## config.mk

```make
export PLATFORM = sky130hd
export DESIGN_NAME = regbank_readout
export DESIGN_NICKNAME = d
export VERILOG_FILES = /design/src/rtl/regbank_readout.sv
export SDC_FILE = /design/constraint.sdc
export NUM_CORES = 1
export LEC_CHECK = 0
export ABC_AREA = 1
export BUFFER_PORTS_ARGS = -buffer_cell sky130_fd_sc_hd__buf_4
export CAP_MARGIN = 20
export CORE_MARGIN = 3
export CORE_UTILIZATION = 58
export DETAILED_ROUTE_END_ITERATION = 10
export PLACE_DENSITY = 0.87
export SYNTH_ARGS = -nofsm -noshare
export SYNTH_HDL_FRONTEND = slang
export SYNTH_SLANG_ARGS = --single-unit
```

## constraint.sdc

```tcl
create_clock -name CP -period 2.7 [get_ports CP]
set_input_delay 0.54 -clock CP [delete_from_list [all_inputs] [get_ports CP]]
set_output_delay 0.54 -clock CP [all_outputs]
set_load 0.03 [all_outputs]
```

## src/rtl/regbank_readout.sv

```systemverilog
// Serial readback engine: scans a DEPTH-word bank through a 1-cycle-latency
// read port and streams each word MSB-first over a valid/ready bit interface.
module regbank_readout #(
  parameter int WIDTH = 16,
  parameter int DEPTH = 8,
  parameter int AW    = 3
) (
  input  logic             CP,
  input  logic             CDN,
  input  logic             start,
  output logic             busy,
  output logic             done,
  output logic             rd_en,
  output logic [AW-1:0]    rd_addr,
  input  logic [WIDTH-1:0] rd_data,
  output logic             so,
  output logic             so_valid,
  input  logic             so_ready,
  output logic             so_last
);
  localparam int CW = (WIDTH > 1) ? $clog2(WIDTH) : 1;
  localparam logic [AW-1:0] LAST_ADDR = AW'(DEPTH - 1);
  localparam logic [CW-1:0] CNT_TOP   = CW'(WIDTH - 1);

  typedef enum logic [2:0] {IDLE, REQ, CAP, SHIFT, DONE} state_t;

  state_t           state;
  logic [AW-1:0]    addr;
  logic [CW-1:0]    cnt;
  logic [WIDTH-1:0] shreg;

  // Outputs are loaded together with the state they belong to, so every
  // output is a flop and nothing combinational reaches them from so_ready.
  always_ff @(posedge CP) begin
    if (!CDN) begin
      state    <= IDLE;
      addr     <= '0;
      cnt      <= '0;
      shreg    <= '0;
      busy     <= 1'b0;
      done     <= 1'b0;
      rd_en    <= 1'b0;
      rd_addr  <= '0;
      so       <= 1'b0;
      so_valid <= 1'b0;
      so_last  <= 1'b0;
    end else begin
      case (state)
        IDLE: begin
          if (start) begin
            state   <= REQ;
            addr    <= '0;
            busy    <= 1'b1;
            rd_en   <= 1'b1;
            rd_addr <= '0;
          end
        end
        REQ: begin
          state <= CAP;
          rd_en <= 1'b0;
        end
        CAP: begin
          state    <= SHIFT;
          shreg    <= rd_data;
          cnt      <= CNT_TOP;
          so       <= rd_data[WIDTH-1];
          so_valid <= 1'b1;
          so_last  <= 1'b0;
        end
        SHIFT: begin
          if (so_ready) begin
            shreg <= {shreg[WIDTH-2:0], 1'b0};
            if (cnt == '0) begin
              so       <= 1'b0;
              so_valid <= 1'b0;
              so_last  <= 1'b0;
              if (addr == LAST_ADDR) begin
                state <= DONE;
                done  <= 1'b1;
              end else begin
                state   <= REQ;
                addr    <= addr + AW'(1);
                rd_en   <= 1'b1;
                rd_addr <= addr + AW'(1);
              end
            end else begin
              cnt     <= cnt - CW'(1);
              so      <= shreg[WIDTH-2];
              so_last <= (cnt == CW'(1)) && (addr == LAST_ADDR);
            end
          end
        end
        DONE: begin
          state <= IDLE;
          done  <= 1'b0;
          busy  <= 1'b0;
        end
        default: begin
          state    <= IDLE;
          busy     <= 1'b0;
          done     <= 1'b0;
          rd_en    <= 1'b0;
          so_valid <= 1'b0;
          so_last  <= 1'b0;
          so       <= 1'b0;
        end
      endcase
    end
  end
endmodule
```

==> results.json, run 1 <==
{
  "drt-wirelength-per-cell_um": 12.7,
  "rsz0062_at_grt": "no",
  "antenna_found_initial": 0,
  "relSlewSlack_pct": 65.0,
  "setup.worst_path.end_class": "register",
  "drv_cap": 0,
  "seq_area_frac_synth_pct": 41.4,
  "final_cell_mix": "nand2_1, dfxtp_1, buf_4",
  "setup_tns_ns": 0,
  "yosysWarnings": 0,
  "cp_top_family": "simple AND/OR/NAND/NOR gates",
  "syn2layout_area_growth_pct": 19.0,
  "dr.pass1.iters": 4,
  "hp-class": "in2reg",
  "cp_common_cell": "nand2_1",
  "start_util_pct": 64.1,
  "crit_chain": "nand2_2, nor2_4, nand2_1, nand3_2, nor2_1, nand2_1, nand2_1, nor2_1",
  "dp.cells": 257,
  "timing.final.crit_share_pct": 63.6,
  "synth_top_family_by_area": "simple AND/OR/NAND/NOR gates",
  "synth.avg_cell_area_sq_um": 7.17,
  "final_common_cell": "nand2_1",
  "worst-path-max-fanout": 24,
  "port_buffers": 28,
  "post_route_cells_drive_above_1_share_pct": 21.1,
  "num_vias": 1415,
  "clockBufferDepth": 2,
  "antennaDiodeCount": 0,
  "critPathKind": "reg2reg",
  "required_ns": 2.97,
  "syn_area_sq_um": 1500,
  "slew_violations": 0,
  "grt_pass1_wl_um": 5770,
  "whs_endpoint": "busy",
  "r2r-start": "state[1]",
  "ir_drop_mv": 0.612,
  "arrival_ns": 1.99,
  "synth-seq-cells": 31,
  "crit_slowest_cell": "dfxtp_1",
  "final_cells": 265,
  "clkTransAtPathRegs_ns": 0.10,
  "grt_max_degree": 25,
  "hold_viol": 0,
  "grt.total_usage_pct": 22.7,
  "insertion_delay_ns": 0.34,
  "numCtsBuffers": 5,
  "critPathLaunchType": "register",
  "setup_viol": 0,
  "route.detailed.drc": 0,
  "multiInputGateArea_sq_um": 768,
  "gp_congestion": 0.878,
  "r2r-end": "rd_en",
  "fillers": 179,
  "wl_um": 3350,
  "skew_ns": 0.0138,
  "p_per_area_nw_per_um2": 731,
  "min_from": "start",
  "cp.buffers_inverters": 0,
  "pin_count": 29,
  "fmax_ghz": 0.582,
  "num_rows": 17,
  "die-area_sq_um": 3230,
  "cp-startpoint": "state[1]",
  "syn_inst": 209,
  "ctsRootBufferMaster": "clkbuf_4",
  "synth_compound_area_share_pct": 17.3,
  "synthAdderAreaFrac_pct": 4.17,
  "core_sq_um": 2340,
  "timing.final.crit_period_ns": 1.72,
  "leakage_nw": 0.818,
  "htree_levels": 2,
  "post-cts-setup-buffer-count": 0,
  "via_per_inst": 5.34,
  "cp_slowest_stage_delay_ns": 0.50,
  "synthMuxAreaShare_pct": 0,
  "cts_sinks": 31,
  "postCtsHoldBufs": 0,
  "syn-num-nets": 234,
  "die_w_um": 56.8,
  "holdWs_ns": 0.442,
  "status": "completed",
  "yosys.area_share.simple_pct": 29.8,
  "synthXorXnorAreaFrac_pct": 0,
  "drt_iter0_markers": 73,
  "ctsResizeCount": 0,
  "rrSetupSlack_ns": 0.98,
  "final_antenna_net_count": 0,
  "grt.overflow.total": 0,
  "hold_depth": 3,
  "tightest_slew_ns": 0.523,
  "seqCellArea_sq_um": 621,
  "dp.final_hpwl_um": 2390,
  "dieHeight_um": 56.8,
  "cts_tree": "done",
  "grt_pass1_vias": 1358,
  "reg2regPathDepth": 8,
  "yosysUniqueCellTypes": 24,
  "nNetsFinal": 261
}
-- how the worst max path moves through the flow --
stage / end / slack (ns) / cells after the start
final: rd_en / 0.98 / 8
after global routing: addr[1] / 0.80 / 8
after CTS: addr[1] / 0.98 / 8
after detailed placement: so / 1.0 / 6
after global placement: so / 1.03 / 6
after floorplan: addr[2] / 1.33 / 8
-- tightest hold or removal path, delay by kind of cell --
kind | cells | cell delay [ns]
simple gates | 1 | 0.07
buf+inv | 1 | 0.08
compound gates | 1 | 0.05
-- registers in the layout, indices dropped and copies added, names as in the netlist --
signal	cells
cnt	4
so_valid	1
busy	1
so_last	1
done	1
addr	3
shreg	15
state	3
rd_en	1
so	1
-- per-layer routing --
layer | track usage (%) | part of all wire (%)
met1 | 27.9 | 44
met2 | 36.6 | 48
met3 | 8.28 | 6.8
met4 | 7.28 | 1.3
met5 | 0 | 0
-- synth_stat cells --
master	count	area [sq um]
a21oi_1	8	40.0
a31oi_1	17	106
buf_2	4	20.0
buf_4	2	15.0
buf_6	1	11.3
clkbuf_1	2	7.51
dfxtp_1	31	621
ha_1	5	62.6
inv_1	11	41.3
inv_2	4	15.0
nand2_1	62	233
nand2_2	2	12.5
nand3_1	8	40.0
nand3_2	3	30.0
nand4_1	2	12.5
nor2_1	20	75.1
nor2_2	1	6.26
nor2_4	2	22.5
nor3_1	3	15.0
o21ai_0	17	85.1
o21ai_1	1	5.00
o21ai_2	1	8.76
o21bai_1	1	7.51
o22ai_1	1	6.26
-- area by class of cell --
type                            instances  area share (%)
Multi-Input combinational cell        154            43.1
Sequential cell                        31            34.8
Timing Repair Buffer                   29            12.2
Inverter                               15            3.16
Clock buffer                            6            2.88
Clock inverter                          2            1.96
Tap cell                               28            1.96
-- power breakdown --
group,total [mW],switching (mW),internal [mW]
combinational,0.352,0.221,0.131
clock,0.385,0.166,0.219
sequential,0.568,0.0458,0.522
total,1.30,0.433,0.872
-- metrics by stage --
step | cell area, sq um | utilization [%] | total power, mW | setup WS [ns]
after global placement | 1700 | 72.6 | 0.917 | 1.03
after global routing | 1780 | 76.3 | 1.39 | 0.796
final | 1780 | 76.3 | 1.30 | 0.983
after floorplan | 1500 | - | 0.832 | 1.33
after detailed placement | 1700 | 72.6 | 0.927 | 0.997
after CTS | 1780 | 76.3 | 1.30 | 0.976
-- logic make-up (layout without fill, tap and decap cells) --
group	Yosys count	count (layout)
AOI/OAI and AO/OA	46	46
DFF	31	31
and+or+nand+nor	103	103
adders and majority gates	5	5
buffers and inverters	24	52
(Power assumes the default switching activity.)
==> inputs of run 2 (changes only) <==
--- a/config.mk
+++ b/config.mk
@@ -9,9 +9,9 @@
 export BUFFER_PORTS_ARGS = -buffer_cell sky130_fd_sc_hd__buf_4
 export CAP_MARGIN = 20
 export CORE_MARGIN = 3
-export CORE_UTILIZATION = 58
+export CORE_UTILIZATION = 48
 export DETAILED_ROUTE_END_ITERATION = 10
-export PLACE_DENSITY = 0.87
+export PLACE_DENSITY = 0.78
 export SYNTH_ARGS = -nofsm -noshare
 export SYNTH_HDL_FRONTEND = slang
 export SYNTH_SLANG_ARGS = --single-unit
==> constraint.sdc (replaced) <==
create_clock -name CP -period 1.56 [get_ports CP]
set_input_delay 0.312 -clock CP [delete_from_list [all_inputs] [get_ports CP]]
set_output_delay 0.312 -clock CP [all_outputs]
set_load 0.03 [all_outputs]
==> run 2 against run 1 <==
Highest routed layer unchanged. Setup slack worse by 0.84 ns. Core utilization down 13 points. Global-route usage down 3.7 points. Largest power group unchanged. First-iteration DRC count shrank 15%. Die area rose by 19%. Register-to-register slack worse by 0.84 ns. Count of clock-buffer cells in the layout stayed put. Cell area increased by 1.9%. Worst hold slack got worse by 0.22 ns. Clock skew down 0.0064 ns.
==> results.json, run 2 (same netlist as run 1, synthesis figures left out) <==
{
  "status": "completed",
  "drv_cap": 0,
  "dp.cells": 275,
  "crit_chain": "inv_1, ha_1, nand2_1, o21ai_2, inv_2, o21ai_0, nor2_1",
  "top_register": "shreg",
  "ctsResizeCount": 0,
  "grt_pass1_wl_um": 5240,
  "port_buffers": 28,
  "num_vias": 1420,
  "antennaDiodeCount": 0,
  "largest_reg_flops": 15,
  "drt_iter0_markers": 62,
  "required_ns": 1.80,
  "grt.total_usage_pct": 19.0,
  "timing.final.crit_share_pct": 90.9,
  "pin_count": 29,
  "final_cells": 281,
  "top_regs": "shreg: 15 flops, cnt: 4 flops",
  "dp.final_hpwl_um": 2290,
  "total_power_mw": 2.03,
  "p_switching_mw": 0.717,
  "intPower_mw": 1.32,
  "setup_slack_ns": 0.143,
  "switching_share_pct": 35.3,
  "wl_um": 3200,
  "cts_sinks": 31,
  "die-area_sq_um": 3830,
  "arrival_ns": 1.65,
  "power_frac_clock_pct": 20.4,
  "drt-wirelength-per-cell_um": 11.4,
  "final_cell_mix": "nand2_1, buf_4, dfxtp_1",
  "final_antenna_net_count": 0,
  "setup_viol": 0,
  "relSlewSlack_pct": 78.1,
  "cts_tree": "done",
  "worst-path-max-fanout": 5,
  "fmax_ghz": 0.706,
  "core_sq_um": 2880,
  "critPathKind": "reg2reg",
  "grt.overflow.total": 0,
  "p_per_area_nw_per_um2": 1120,
  "num_rows": 19,
  "htree_levels": 2,
  "nNetsFinal": 265,
  "ir_drop_mv": 0.768,
  "setup.worst_path.end_class": "register",
  "insertion_delay_ns": 0.34,
  "route.detailed.drc": 0,
  "postCtsHoldBufs": 0,
  "post-cts-setup-buffer-count": 0,
  "dr.pass1.iters": 4,
  "clkTransAtPathRegs_ns": 0.09,
  "slew_violations": 0,
  "die_w_um": 61.9,
  "syn2layout_area_growth_pct": 21.3,
  "hp-class": "in2reg",
  "dieHeight_um": 61.9,
  "gp_congestion": 0.896,
  "dp_slack_ns": 0.106,
  "numCtsBuffers": 5,
  "clockBufferDepth": 2,
  "via_per_inst": 5.05,
  "setup_tns_ns": 0,
  "hold_viol": 0,
  "post_route_cells_drive_above_1_share_pct": 22.6,
  "final_common_cell": "nand2_1",
  "skew_ns": 0.00746,
  "rsz0062_at_grt": "no",
  "ctsRootBufferMaster": "clkbuf_4",
  "start_util_pct": 52.1,
  "timing.final.crit_period_ns": 1.42,
  "tightest_slew_ns": 0.325,
  "leakage_nw": 0.820,
  "p_seq_share_pct": 48.3,
  "grt_pass1_vias": 1204,
  "antenna_found_initial": 0,
  "combPwrFrac_pct": 31.3,
  "cp_slowest_stage_delay_ns": 0.33,
  "grt_max_degree": 29,
  "crit_slowest_cell": "dfxtp_1",
  "critPathLaunchType": "register"
}
run 2: path summary, 6_finish.rpt:
path / start / to / slack (ns) / cells after the start
setup / recovery: cnt[0] / cnt[0] / 0.14 / 7
hold / removal: start / busy / 0.22 / 3
setup reg to reg: cnt[0] / cnt[0] / 0.14 / 7
hold reg to reg: so_valid / so_valid / 0.47 / 2
run 2: through the flow:
step | hold slack [ns] | util (%) | cell area [sq um]
CTS | 0.220 | 62.5 | 1800
detailed placement | 0.454 | 61.1 | 1760
floorplan | 0.439 | - | 1500
finish | 0.220 | 63.2 | 1820
global route | 0.231 | 63.2 | 1820
global placement | 0.451 | 61.1 | 1760
run 2: area by class of cell:
class / instances / area (sq um)
Inverter: 15 / 56.3
Tap cell: 42 / 52.6
Sequential cell: 31 / 622
Multi-Input combinational cell: 154 / 786
Fill cell: 260 / 1060
Clock buffer: 6 / 41.3
Timing Repair Buffer: 33 / 260
run 2: per-layer routing:
layer / share of wire [%] / wire [um] / global-route usage [%] / vias up
met1: 50 / 1590 / 26.3 / 626
li1: - / - / - / 755
met4: 1.8 / 56 / 8.18 / 0
met3: 5.1 / 163 / 6.82 / 6
met2: 44 / 1400 / 26.5 / 33
met5: 0 / 0 / 0 / -
run 2: power by group through the flow:
stage,Combinational [mW],Sequential (mW),Clock [mW]
after global placement,0.613,0.997,0
after detailed placement,0.620,0.998,0
after CTS,0.622,0.982,0.427
after floorplan,0.395,1.05,0
final,0.636,0.983,0.415
after global routing,0.716,0.999,0.466
run 2: critical path: cells and delay by family (launching register included):
kind | cells | cell delay (ns)
AO/OA/AOI/OAI | 2 | 0.40
adder cells (fa/ha/maj) | 1 | 0.20
buffers and inverters | 2 | 0.19
flip-flops | 1 | 0.33
AND/OR/NAND/NOR | 2 | 0.19
==> inputs of run 3 (changes only) <==
--- a/config.mk
+++ b/config.mk
@@ -5,10 +5,10 @@
 export SDC_FILE = /design/constraint.sdc
 export NUM_CORES = 1
 export LEC_CHECK = 0
-export ABC_AREA = 1
+export ABC_AREA = 0
 export BUFFER_PORTS_ARGS = -buffer_cell sky130_fd_sc_hd__buf_4
 export CAP_MARGIN = 20
-export CORE_MARGIN = 3
+export CORE_MARGIN = 2
 export CORE_UTILIZATION = 48
 export DETAILED_ROUTE_END_ITERATION = 10
 export PLACE_DENSITY = 0.78
==> run 3 against run 2 <==
The flow now finishes with violations (negative setup slack). Critical path depth down 1. Sequential power down 7.7%. Cell area up 4.6%. Core utilization up 4.6 points. Register-to-register slack worse by 0.23 ns. Count of clock-buffer cells in the layout up 2. Global-route usage up 3.6 points. Power down 7.4%. Synthesized area down 3.7%. Clock power up 31%.
==> results.json, run 3 <==
{
  "setup.worst_path.end_class": "register",
  "holdWs_ns": 0.215,
  "rrSetupSlack_ns": -0.09,
  "nNetsFinal": 240,
  "place_area_sq_um": 1760,
  "synth_most_common_cell": "nand2_1",
  "die_w_um": 58.8,
  "route.detailed.drc": 0,
  "grt_max_degree": 25,
  "clockBufferDepth": 2,
  "start_util_pct": 51.5,
  "grt.overflow.total": 0,
  "final_common_cell": "buf_4",
  "seq_area_frac_synth_pct": 43.0,
  "yosys-top-cells-count": "nand2_1, dfxtp_1, o21ai_0, a31oi_1",
  "dr.pass1.iters": 6,
  "gp_congestion": 0.939,
  "htree_levels": 2,
  "syn-num-nets": 198,
  "syn2layout_area_growth_pct": 31.7,
  "top_regs": "shreg: 15 flops, cnt: 4 flops",
  "status": "finished with violations",
  "setup_tns_ns": -0.165,
  "numCtsBuffers": 5,
  "dp_slack_ns": -0.0385,
  "insertion_delay_ns": 0.34,
  "required_ns": 1.80,
  "synth.top_cell.area_share_pct": 43.0,
  "drt-met1-wl_um": 1530,
  "via_per_inst": 5.87,
  "die-area_sq_um": 3460,
  "dp.final_hpwl_um": 2570,
  "p_per_area_nw_per_um2": 990,
  "final_antenna_net_count": 0,
  "critPathKind": "reg2reg",
  "grt_pass1_vias": 1385,
  "whs_endpoint": "shreg[0]",
  "post_route_cells_drive_above_1_share_pct": 30.6,
  "synth_ff_type": "dfxtp_1",
  "violations": "negative setup slack",
  "final_core_util_pct": 67.8,
  "total_power_mw": 1.88,
  "drt-wirelength-per-cell_um": 15.0,
  "top_register": "shreg",
  "fillers": 211,
  "num_vias": 1451,
  "arrival_ns": 1.89,
  "largest_reg_flops": 15,
  "hp-class": "in2reg",
  "pin_count": 29,
  "synth_edf_count": 0,
  "r2r-start": "cnt[1]",
  "setup_slack_ns": -0.0874,
  "timing.final.crit_period_ns": 1.65,
  "core_sq_um": 2810,
  "syn_area_sq_um": 1440,
  "design_area_sq_um": 1900,
  "min_from": "rd_data[0]",
  "critPathLaunchType": "register",
  "skew_ns": 0.00957,
  "routed-wl-met3_um": 174,
  "slew_violations": 0,
  "yosysUniqueCellTypes": 42,
  "ir_drop_mv": 0.646,
  "clkTransAtPathRegs_ns": 0.10,
  "synth.avg_cell_area_sq_um": 8.35,
  "drt_iter0_markers": 73,
  "reg2regPathDepth": 6,
  "timing.final.crit_share_pct": 106,
  "drv_cap": 0,
  "hold_viol": 0,
  "grt_pass1_wl_um": 5870,
  "yosysWarnings": 0,
  "leakage_nw": 0.804,
  "synth-seq-cells": 31,
  "worst-path-max-fanout": 3,
  "cp_top_family": "simple AND/OR/NAND/NOR gates",
  "met2_length_um": 1890,
  "synth.area.top_cells": "dfxtp_1, nand2_1, o21ai_0, a31oi_1, ha_1",
  "grt.total_usage_pct": 22.6,
  "crit_slowest_cell": "or3b_4",
  "fmax_ghz": 0.607,
  "rsz0062_at_grt": "yes",
  "ys_async_sr_fraction_pct": 0,
  "cp_slowest_stage_delay_ns": 0.38,
  "hold_depth": 3,
  "relSlewSlack_pct": 72.7,
  "cp.buffers_inverters": 1,
  "dieHeight_um": 58.8,
  "final_cell_mix": "buf_4, nand2_1, dfxtp_1",
  "antenna_found_initial": 0,
  "wl_um": 3700,
  "ctsRootBufferMaster": "clkbuf_4",
  "num_rows": 19,
  "dp.cells": 236,
  "setup_viol": 3,
  "top_layer_used": "met4",
  "tightest_slew_ns": 0.409,
  "r2r-end": "so",
  "cts_sinks": 31,
  "cts_tree": "done",
  "antennaDiodeCount": 0,
  "syn_inst": 173,
  "port_buffers": 28,
  "final_cells": 247,
  "yosysTopAreaCell": "dfxtp_1",
  "crit_chain": "inv_2, ha_4, or3b_4, and3_4, a222oi_1, nor2_1"
}
-- run 3: worst max-delay path by stage --
stage                 from  to  slack (ns)  depth (start not counted)
finish              cnt[1]  so       -0.09                          6
global route        cnt[1]  so       -0.17                          6
CTS                 cnt[1]  so       -0.03                          6
detailed placement  cnt[1]  so       -0.04                          6
global placement    cnt[1]  so        0.04                          6
floorplan           cnt[0]  so        0.01                          6
-- run 3: what timing repair did --
action	4_1_cts	5_1_grt
endpoints found under the setup margin	2	21
cloned	0	0
pin swaps	0	5
gates resized for setup	1	9
setup buffers	0	3
hold buffers	0	0
-- run 3: cell type report --
cell class	instances	area (sq um)	share of cell area (%)
Tap cell	31	38.8	2.04
Clock buffer	8	68.8	3.62
Sequential cell	31	626	32.9
Inverter	7	26.3	1.38
Timing Repair Buffer	45	338	17.8
Multi-Input combinational cell	125	805	42.3
-- run 3: cells by family after synthesis --
family                     count (synthesis)  share of synthesized area, %
DFF                                       31                          43.0
adders and majority gates                  5                          4.33
and+or+nand+nor                           64                          22.1
AOI/OAI and AO/OA                         56                          24.9
buffers and inverters                     17                          5.72
-- run 3: worst register-to-register path: cells and delay by family (launching register included) --
family          cells  cell delay [ns]
simple gates        3             0.63
compound gates      1             0.34
buf+inv             1             0.09
flops               1             0.34
fa+ha+maj           1             0.14
-- run 3: report_power, final --
group	total, mW	leakage (nW)	internal [mW]	switching (mW)
registers	0.907	0.255	0.856	0.0510
clock network	0.544	0.0386	0.265	0.279
logic	0.431	0.510	0.213	0.218
total	1.88	0.804	1.33	0.548
-- run 3: routing by layer --
layer / GRT usage (%) / vias to the layer above
met5: 0 / -
met4: 11.7 / 0
met3: 5.49 / 11
met2: 39.7 / 51
met1: 25.1 / 679
li1: - / 710
